**src/rtl/xc_aesmix.sv**
```systemverilog
// AES MixColumns / InvMixColumns column unit with ShiftRows-folded operand selection.
// Build option: XC_AESMIX_FAST_EN selects the single-cycle four-datapath variant.
module xc_aesmix (
  input  logic        clock,
  input  logic        reset,
  input  logic        flush,
  input  logic [31:0] flush_data,
  input  logic        valid,
  input  logic [31:0] rs1,
  input  logic [31:0] rs2,
  input  logic        enc,
  output logic        ready,
  output logic [31:0] result
);

  function automatic logic [7:0] xtime(input logic [7:0] x);
    xtime = {x[6:0], 1'b0} ^ (x[7] ? 8'h1b : 8'h00);
  endfunction

  // One output byte: a0 is the byte on the diagonal, a1..a3 follow cyclically.
  function automatic logic [7:0] mix_byte(input logic [7:0] a0, input logic [7:0] a1,
                                          input logic [7:0] a2, input logic [7:0] a3,
                                          input logic enc_i);
    logic [7:0] a0_2, a0_4, a0_8, a1_2, a1_4, a1_8;
    logic [7:0] a2_2, a2_4, a2_8, a3_2, a3_4, a3_8;
    a0_2 = xtime(a0);  a0_4 = xtime(a0_2);  a0_8 = xtime(a0_4);
    a1_2 = xtime(a1);  a1_4 = xtime(a1_2);  a1_8 = xtime(a1_4);
    a2_2 = xtime(a2);  a2_4 = xtime(a2_2);  a2_8 = xtime(a2_4);
    a3_2 = xtime(a3);  a3_4 = xtime(a3_2);  a3_8 = xtime(a3_4);
    if (enc_i) begin
      mix_byte = a0_2 ^ a1_2 ^ a1 ^ a2 ^ a3;
    end else begin
      mix_byte = (a0_8 ^ a0_4 ^ a0_2) ^ (a1_8 ^ a1_2 ^ a1) ^
                 (a2_8 ^ a2_4 ^ a2) ^ (a3_8 ^ a3);
    end
  endfunction

  // Operands gated by valid so the datapath stays quiet while idle.
  logic [7:0] op0_s, op1_s, op2_s, op3_s;
  assign op0_s = rs1[7:0]   & {8{valid}};
  assign op1_s = rs1[15:8]  & {8{valid}};
  assign op2_s = rs2[23:16] & {8{valid}};
  assign op3_s = rs2[31:24] & {8{valid}};

`ifdef XC_AESMIX_FAST_EN

  logic unused_s;
  assign unused_s = ^{clock, reset, flush, flush_data, rs1[31:16], rs2[15:0]};

  assign ready  = valid;
  assign result = {mix_byte(op3_s, op0_s, op1_s, op2_s, enc),
                   mix_byte(op2_s, op3_s, op0_s, op1_s, enc),
                   mix_byte(op1_s, op2_s, op3_s, op0_s, enc),
                   mix_byte(op0_s, op1_s, op2_s, op3_s, enc)};

`else

  localparam logic [1:0] S0 = 2'd0;
  localparam logic [1:0] S1 = 2'd1;
  localparam logic [1:0] S2 = 2'd2;
  localparam logic [1:0] S3 = 2'd3;

  logic [1:0] state_r;
  logic [7:0] b0_r, b1_r, b2_r;
  logic [7:0] m0_s, m1_s, m2_s, m3_s, o_s;
  logic       unused_s;

  assign unused_s = ^{rs1[31:16], rs2[15:0]};

  // Rotate operands so the shared datapath computes o_i in state S_i.
  always_comb begin
    m0_s = 8'h00;
    m1_s = 8'h00;
    m2_s = 8'h00;
    m3_s = 8'h00;
    case (state_r)
      S0: begin m0_s = op0_s; m1_s = op1_s; m2_s = op2_s; m3_s = op3_s; end
      S1: begin m0_s = op1_s; m1_s = op2_s; m2_s = op3_s; m3_s = op0_s; end
      S2: begin m0_s = op2_s; m1_s = op3_s; m2_s = op0_s; m3_s = op1_s; end
      S3: begin m0_s = op3_s; m1_s = op0_s; m2_s = op1_s; m3_s = op2_s; end
      default: begin m0_s = 8'h00; m1_s = 8'h00; m2_s = 8'h00; m3_s = 8'h00; end
    endcase
  end

  assign o_s    = mix_byte(m0_s, m1_s, m2_s, m3_s, enc);
  assign ready  = valid && (state_r == S3);
  assign result = {o_s, b2_r, b1_r, b0_r};

  // Byte-serial sequencer: capture o0..o2, then present o3 combinationally.
  always_ff @(posedge clock) begin
    if (reset) begin
      state_r <= S0;
      b0_r    <= 8'h00;
      b1_r    <= 8'h00;
      b2_r    <= 8'h00;
    end else if (flush) begin
      state_r <= S0;
      b0_r    <= flush_data[7:0];
      b1_r    <= flush_data[15:8];
      b2_r    <= flush_data[23:16];
    end else if (valid) begin
      case (state_r)
        S0: begin b0_r <= o_s; state_r <= S1; end
        S1: begin b1_r <= o_s; state_r <= S2; end
        S2: begin b2_r <= o_s; state_r <= S3; end
        S3: state_r <= S0;
        default: state_r <= S0;
      endcase
    end else begin
      state_r <= state_r;
    end
  end

`endif

endmodule

```
**config.mk**
```make
export PLATFORM = sky130hd
export DESIGN_NAME = xc_aesmix
export DESIGN_NICKNAME = d
export VERILOG_FILES = /design/src/rtl/xc_aesmix.sv
export SDC_FILE = /design/constraint.sdc
export NUM_CORES = 1
export LEC_CHECK = 0
export ABC_AREA = 0
export CORE_UTILIZATION = 43
export DETAILED_ROUTE_END_ITERATION = 12
export GPL_ROUTABILITY_DRIVEN = 1
export HOLD_SLACK_MARGIN = 0.03
export PLACE_DENSITY = 0.8
export SETUP_SLACK_MARGIN = 0.1
export SYNTH_ARGS = -nofsm -noshare
export SYNTH_HDL_FRONTEND = slang
export SYNTH_SLANG_ARGS = --single-unit
```
**constraint.sdc**
```tcl
create_clock -name clock -period 4.6 [get_ports clock]
set_clock_uncertainty 0.05 [all_clocks]
set_input_delay 0.69 -clock clock [delete_from_list [all_inputs] [get_ports clock]]
set_output_delay 0.69 -clock clock [all_outputs]
set_load 0.01 [all_outputs]
```
==> run summary, run 1 <==
Crit path DAT -> 3700 ps
Status -> finished, final reports clean
CP Max Fanout -> 4
# setup viols final -> 0
Syn Inst Count -> 342
GP Congestion -> 0.854
Syn Nets -> 447
CTS root buf -> clkbuf_8
GR Util met3 -> 0.0175
Pwr/cell area -> 313 nW/um^2
Utilization after layout -> 0.621
Busiest grt layer -> met2
CTS tree -> done
Crit path to -> result[25]
Static Leak -> 1.51 nW
Fill count -> 569
First-pass GRT wire length -> 13.5 mm
Gr ovfl total -> 0
Setup Total Neg Slack -> 0 ps
Num Clock Sinks -> 26
Routed Antenna Nets -> 0
Worst-Margin Slew -> 940 ps
RSZ-0062 raised after global routing -> true
Most frequent cells in the layout -> 91 x clkdlybuf4s50_1, 43 x xnor2_1, 32 x a222oi_1, 24 x dfxtp_1, 24 x buf_4
Hpwl dp -> 6.16 mm
Die Area -> 7280 um^2
Die height -> 85.3 um
M2 GR Usage -> 0.408
Num CTS Buffers -> 3
Vias in the first global route -> 2836
Asr flop ratio synth -> 0
Synth area leaders -> dfxtp_1 17%, xnor2_1 13%, a222oi_1 11%, xnor2_2 5.4%, nor4b_1 5.3%
Vias/cell -> 6.11
H-tree levels -> 1
Core Area -> 6760 um^2
Yosys reg bits -> 26
Vias post-DR -> 3149
Layout area overhead -> 40.7%
Min-Delay Path Class -> reg2reg
Top Ports -> 134
Reg-to-reg critical path startpoint -> state_r[1]
Initial Util -> 0.442
Worst r2r path cells -> 12
Fmax -> 225 MHz
Port Buffer Count -> 93
CP Class -> in2out
Tmin final -> 4440 ps
Setup crit start kind -> input port
Maxcap violations -> 0
Mapped cell area -> 2990 um^2
Area leader, netlist -> dfxtp_1
Cell count of the worst hold path -> 2
Layout net count -> 541
DRT iter0 DRCs -> 267
# DRC -> 0
DR WL/cell -> 16.7 um
M1 GR Usage -> 0.285
Post-CTS Hold Fix Bufs -> 0
Antenna violations before repair -> 0
Max rail drop VDD -> 0.138 mV
Drt total wl -> 8.58 mm
Sequential share of the synthesized area -> 0.174
Yosys warns -> 0
Largest net degree at the start of global routing -> 43
Max-slew violation count -> 0
All-Layer GR Usage -> 0.226
CP required -> 3860 ps
Rel. slew slack -> 0.372
R2r endpoint -> b1_r[1]
Row count -> 30
CP endpoint kind -> output port
Diodes inserted -> 0
Most common cell after layout, fill and taps aside -> clkdlybuf4s50_1
Main synth FF type -> dfxtp_1
Reg-to-reg setup timing slack -> 1420 ps
Layout cell share with drive strength beyond 1 -> 0.170
Clock buffer depth -> 2
Clock Latency Late Sink -> 270 ps
CP Launch Point -> rs1[14]
Netlist cell types -> 41
Post-synth EDFFs -> 0
Avg Inst Size Synth -> 8.73 um^2
Top cell type's share of synthesized area -> 0.174
Chip width -> 85.3 um
Final Hold Fails -> 0
Period utilization -> 0.965
Worst-path clk slew -> 90 ps
DR pass1 iterations -> 10
cell type report:
| cell class | instances | area (um^2) | share of cell area |
|---|---|---|---|
| clock buffer | 3 | 41.3 | 0.00983 |
| clock inverter | 1 | 30.0 | 0.00715 |
| inverter | 12 | 52.6 | 0.0125 |
| multi-input combinational | 274 | 2300 | 0.549 |
| sequential | 26 | 523 | 0.125 |
| tap | 80 | 100 | 0.0238 |
| timing repair buffer | 119 | 1150 | 0.273 |
synthesized netlist by cell type, types with 6 or more instances:
master / count
a211oi_1: 15
a211oi_2: 7
a21oi_1: 6
a222oi_1: 32
a31oi_1: 18
buf_2: 13
clkbuf_1: 8
dfxtp_1: 26
inv_1: 9
nand2_1: 19
nor2_1: 8
nor2b_1: 23
nor4b_1: 18
o21ai_0: 7
o21ai_1: 18
xnor2_1: 46
xnor2_2: 10
xor2_1: 10
critical path, cell delays in order:
cell	delay (ps)
clkdlybuf4s50_1	460
a222oi_1	410
a211oi_2	160
xnor2_2	270
xnor3_1	400
xnor2_2	170
mux2i_1	250
xor2_1	310
inv_1	80
clkdlybuf4s50_1	480
metal layers:
metal | wire length, um | vias to the layer above
met5 | 0 | -
met4 | 144 | 0
met3 | 630 | 14
met2 | 4320 | 178
met1 | 3480 | 1465
li1 | - | 1492
how the worst min path moves through the flow:
stage | from | to | slack, ps
2_1_floorplan | state_r[1] | state_r[1] | 480
3_3_place_gp | b2_r[0] | b2_r[0] | 470
3_5_place_dp | b1_r[0] | b1_r[0] | 480
4_1_cts | b1_r[0] | b1_r[0] | 500
5_1_grt | b1_r[0] | b1_r[0] | 550
6_report | b1_r[0] | b1_r[0] | 510
where the power goes:
part | switching, W | internal, W | leakage [nW]
registers | 0.00000985 | 0.000245 | 0.216
clock network | 0.0000715 | 0.000116 | 0.0357
logic | 0.000412 | 0.000458 | 1.26
through the flow:
stage               total power [W]  hold slack (ps)  setup slack, ps  cell area (um^2)  std cells
floorplan                  0.000738              479             1160              2990        342
global placement            0.00107              470              136              3970        502
detailed placement          0.00108              477             64.4              3970        502
CTS                         0.00128              504              126              4070        509
global route                0.00138              548             29.7              4200        515
finish                      0.00131              505              160              4200        515
registers in the layout (all words and copies together), names as in the netlist:
| signal | cells |
|---|---|
| b1_r | 8 |
| b2_r | 8 |
| b0_r | 8 |
| state_r | 2 |
timing repair:
action | 4_1_cts | 5_1_grt
setup buffers | 3 | 6
pin swaps | 2 | 18
endpoints found under the setup margin | 5 | 5
gates resized for setup | 1 | 19
cell families (layout without fill, tap and decap cells):
| kind of cell | Yosys count | in the layout | synth area share |
|---|---|---|---|
| flip-flops | 26 | 26 | 0.174 |
| XOR/XNOR | 71 | 71 | 0.252 |
| AO/OA/AOI/OAI | 120 | 120 | 0.313 |
| AND/OR/NAND/NOR | 76 | 76 | 0.155 |
| adder cells (fa/ha/maj) | 4 | 4 | 0.0168 |
| buffers and inverters | 42 | 135 | 0.0784 |
| multiplexers | 3 | 3 | 0.0101 |
No activity file was read; power rests on OpenSTA's default activity.
==> run 2: changes to the inputs <==
SLEW_MARGIN = 20   (was default)
clock period = 4.85 ns   (was 4.6 ns; I/O delays follow)
==> run summary, run 2 (synthesized netlist as in run 1, its figures left out) <==
Antenna violations before repair -> 0 (unchanged)
Chip width -> 85.3 um (unchanged)
Largest net degree at the start of global routing -> 43 (unchanged)
DR WL/cell -> 16.8 um (+0.82%)
GR Util met3 -> 0.0233 (+0.00584)
Max-slew violation count -> 0 (unchanged)
CP required -> 4070 ps (+210 ps)
Net switching fraction of the power -> 0.389 (+0.0136)
CP Class -> in2out
R2r endpoint -> b0_r[3]
All-Layer GR Usage -> 0.234 (+0.00818)
Cell count of the worst hold path -> 2 (unchanged)
M2 GR Usage -> 0.391 (-0.0176)
Max rail drop VDD -> 0.115 mV (-17%)
Clk network pwr share -> 0.120 (-0.023)
Most common cell after layout, fill and taps aside -> clkdlybuf4s50_1
Worst r2r path cells -> 12 (unchanged)
Port Buffer Count -> 93 (unchanged)
CP bufs+invs -> 3 (unchanged)
Fmax -> 218 MHz
Hold EP -> b2_r[0]
Gr ovfl total -> 0 (unchanged)
Most frequent cells in the layout -> 93 x clkdlybuf4s50_1, 45 x xnor2_1, 32 x a222oi_1, 26 x dfxtp_1, 23 x nor2b_1
Core Area -> 6760 um^2 (unchanged)
# setup viols final -> 0 (unchanged)
Routed Antenna Nets -> 0 (unchanged)
Num Clock Sinks -> 26 (unchanged)
Layout net count -> 535 (-1.1%)
Critical path's largest stage delay -> 540 ps (+60 ps)
Die Area -> 7280 um^2 (unchanged)
Top Registers -> b0_r: 8 flops, b1_r: 8 flops, b2_r: 8 flops
H-tree levels -> 1 (unchanged)
RSZ-0062 raised after global routing -> false
Sw Pwr -> 0.000464 W (-6.0%)
Logic pwr share -> 0.677 (+0.014)
Status -> finished, final reports clean
Clock Latency Late Sink -> 280 ps (about the same)
Reg-to-reg setup timing slack -> 1540 ps (+120 ps)
Vias in the first global route -> 2850 (+0.49%)
Most used cell, CP -> xnor2_1
Drt total wl -> 8.55 mm (-0.35%)
DR pass1 iterations -> 6 (-4)
Diodes inserted -> 0 (unchanged)
Hpwl dp -> 6.33 mm (+2.7%)
CP delay by family, top -> XOR/XNOR gates
Reg-to-reg critical path startpoint -> state_r[1]
Worst-Margin Slew -> 931 ps (-8.30 ps)
Post-route cell area -> 4070 um^2 (-3.1%)
DRT iter0 DRCs -> 294 (+10%)
Pwr/cell area -> 293 nW/um^2 (-6.5%)
CP endpoint kind -> output port
# DRC -> 0 (unchanged)
Setup crit start kind -> input port
CTS root buf -> clkbuf_8
Period utilization -> 0.946
Setup Total Neg Slack -> 0 ps (unchanged)
Layout cell share with drive strength beyond 1 -> 0.138 (-0.0326)
Min-delay src -> b2_r[0]
Initial Util -> 0.442 (unchanged)
Maxcap violations -> 0 (unchanged)
WHS -> 510 ps (+5.25 ps)
Placed cell areas -> 3970 um^2 (-0.19%)
Num CTS Buffers -> 3 (unchanged)
Worst-path clk slew -> 90 ps (about the same)
CP Max Fanout -> 4 (unchanged)
Row count -> 30 (unchanged)
Critical-path cell list -> clkdlybuf4s50_1 -> a222oi_1 -> a211oi_1 -> xnor2_1 -> xnor3_1 -> xnor2_1 -> xnor2_1 -> o21ai_2 -> xor2_2 -> inv_1 -> clkdlybuf4s50_1
Final Hold Fails -> 0 (unchanged)
Crit path DAT -> 3810 ps (+110 ps)
Vias post-DR -> 3074 (-2.4%)
Die height -> 85.3 um (unchanged)
CP max-delay cell -> clkdlybuf4s50_1
Rel. slew slack -> 0.377 (+0.00555)
Busiest grt layer -> met2
Static Leak -> 1.44 nW (-5.0%)
Reg power frac -> 0.203 (+0.009)
GP Congestion -> 0.882 (+3.3%)
Layout area overhead -> 36.3%
Vias/cell -> 6.04 (-1.2%)
Top Ports -> 134 (unchanged)
Clock buffer depth -> 2 (unchanged)
P_int -> 0.000727 W (-11%)
M1 GR Usage -> 0.306 (+0.0215)
Tmin final -> 4590 ps
Post-CTS Hold Fix Bufs -> 0 (unchanged)
CTS tree -> done
Min-Delay Path Class -> reg2reg
First-pass GRT wire length -> 13.7 mm (+1.4%)
-- run 2: cell types whose count changed in the layout (fill, tap and decap cells not counted), moves of 3 or more --
cell      delta
a211oi_1     +6
buf_4        -5
ha_2         +3
a211oi_2     -6
-- run 2: per-layer routing --
layer	vias to the layer above	part of all wire
met5	-	0
met4	0	0.027
met3	24	0.069
met2	160	0.48
met1	1405	0.42
li1	1485	-
-- run 2: repair_timing --
action / CTS / global route
resized for setup: 1 / 4
cloned: 0 / 0
endpoints found under the setup margin: 2 / 7
pin swaps: 0 / 2
setup buffers: 0 / 4
-- run 2: worst max-delay path by stage --
stage                          start         end  cells after the start
after floorplan           state_r[0]  result[27]                     13
after detailed placement      rs1[5]  result[27]                     11
after global placement        rs1[5]  result[27]                     11
after CTS                 state_r[1]  result[26]                     12
final                        rs2[21]  result[27]                     11
after global routing         rs2[29]  result[27]                     11
-- run 2: layout make-up --
cell class	instances	area [um^2]
clock buffers	4	55.1
fillers	613	2690
inverters	12	50.0
multi-input cells	274	2250
flip-flops and latches	26	520
well taps	80	100
repair buffers	113	1090
-- run 2: power groups by stage --
stage | Sequential (W) | Combinational [W] | Clock, W
global route | 0.000243 | 0.000861 | 0.000152
global placement | 0.000245 | 0.000777 | 0
CTS | 0.000241 | 0.000792 | 0.000143
finish | 0.000241 | 0.000807 | 0.000143
floorplan | 0.000254 | 0.000446 | 0
detailed placement | 0.000247 | 0.000790 | 0
-- run 2: per-stage QoR --
| step | total power [W] | setup WS [ps] | std cells | utilization |
|---|---|---|---|---|
| floorplan | 0.000700 | 1370 | 342 | - |
| global placement | 0.00102 | 298 | 501 | 0.587 |
| detailed placement | 0.00104 | 239 | 501 | 0.587 |
| CTS | 0.00118 | 129 | 505 | 0.595 |
| global route | 0.00126 | 104 | 509 | 0.602 |
| finish | 0.00119 | 262 | 509 | 0.602 |
-- run 2: worst reg2reg max path, cell delays in order, from the launching register on --
cell and delay (ps):
dfxtp_1 360, inv_1 100, ha_2 450, a222oi_1 170, a211oi_1 420, xnor2_1 250, xnor3_1 510, xnor2_1 200
xnor2_1 90, o21ai_2 160, xor2_2 190, buf_4 170, o21ai_1 80
==> run 3: changes to the inputs <==
CAP_MARGIN = 20   (was default)
==> results of run 3 <==
Same layout as run 2: the final DEF is identical, and so are final timing and power.
==> variant (flow settings as in run 3) <==
Make the reset (`reset`) asynchronous in one clocked block.
--- a/src/rtl/xc_aesmix.sv
+++ b/src/rtl/xc_aesmix.sv
@@ -89,3 +89,3 @@
   // Byte-serial sequencer: capture o0..o2, then present o3 combinationally.
-  always_ff @(posedge clock) begin
+  always_ff @(posedge clock or posedge reset) begin
     if (reset) begin
Formal check against the unedited RTL: differs if reset is asserted again (counterexample within 4 cycles, from zero or initial values and one cycle with reset high); with reset held inactive, the same outputs for 4 cycles.
==> variant against run 3 <==
- largest cell class unchanged
- design area is 8.5% higher
- wire length is 7.8% higher
- global-route usage is 0.13 points lower
- area after synthesis is 0.38% lower
- power is 34% higher
- setup slack worse by 0.050 ns
- sequential cell count stayed put
- hold slack better by 0.017 ns
==> variant: results <==
{
  "viasPerCell": 5.94,
  "wl_um": 9220,
  "num_vias": 3167,
  "ctsResizeCount": 4,
  "pwr-share-seq": 0.174,
  "grt_pass1_wl_um": 13700,
  "crit_family": "buffers and inverters",
  "final_nets": 563,
  "met1_length_um": 3940,
  "peakVddDrop_mv": 0.171,
  "hpwl_um": 6540,
  "slew_headroom": 0.370,
  "arrival_ns": 3.86,
  "dr.pass1.iters": 8,
  "yosysUniqueCellTypes": 35,
  "use_met3": 0.0214,
  "first_iter_violations": 328,
  "grt_pass1_vias": 2855,
  "wl_met3_um": 805,
  "p_leak_uw": 0.00176,
  "grt_max_degree": 55,
  "use_met1": 0.321,
  "place_congestion": 0.866,
  "max_stage_delay_ns": 0.59,
  "ys.flop_type": "dfrtp_1",
  "placed_cells": 504,
  "synth_common_cells": "xnor2_1 (43), a222oi_1 (31), nand2_1 (31)",
  "dr_wl_met2_um": 4240,
  "track_usage": 0.233,
  "status": "finished clean",
  "switching_power_uw": 620,
  "drive_gt1_frac": 0.184
}
==> variant: cell families (layout without fill, tap and decap cells) <==
| logic type | count (synthesis) | in the layout | share of synthesized area |
|---|---|---|---|
| AOI/OAI and AO/OA | 101 | 101 | 0.265 |
| and+or+nand+nor | 77 | 77 | 0.125 |
| xor gates and xnor gates | 71 | 71 | 0.254 |
| buffers and inverters | 36 | 159 | 0.0585 |
| DFF | 26 | 26 | 0.219 |
| muxes | 17 | 17 | 0.0585 |
| adders and majority gates | 5 | 5 | 0.0210 |
==> variant: final timing paths <==
path                                             start                     end  slack [ns]  cells after the start
worst max register to register  state_r[0]$_DFFE_PP0P_     b2_r[4]$_DFFE_PP0P_        1.13                     13
worst max-delay path                           rs1[11]              result[30]        0.21                      9
worst min-delay path               b1_r[2]$_DFFE_PP0P_     b1_r[2]$_DFFE_PP0P_        0.53                      2
max in group asynchronous                        reset  state_r[0]$_DFFE_PP0P_        3.47                      2
worst min register to register     b1_r[2]$_DFFE_PP0P_     b1_r[2]$_DFFE_PP0P_        0.53                      2
min in group asynchronous                        reset     b1_r[3]$_DFFE_PP0P_        0.80                      2
==> variant: layout make-up <==
type	instances	area, um2
fillers	524	2080
repair buffers	148	1350
clock buffers	4	55.1
multi-input cells	271	2210
well taps	77	96.3
flip-flops and latches	26	653
inverters	5	26.3
repair inverters	2	15.0
==> variant: metrics by stage <==
stage / total power (uW) / area [um2] / utilization / setup slack [ns]
6_report: 1600 / 4410 / 0.680 / 0.213
5_1_grt: 1690 / 4410 / 0.680 / 0.0452
4_1_cts: 1520 / 4150 / 0.639 / 0.113
3_5_place_dp: 1390 / 4090 / 0.629 / 0.0678
3_3_place_gp: 1370 / 4090 / 0.629 / 0.0497
2_1_floorplan: 927 / 2970 / - / 1.16
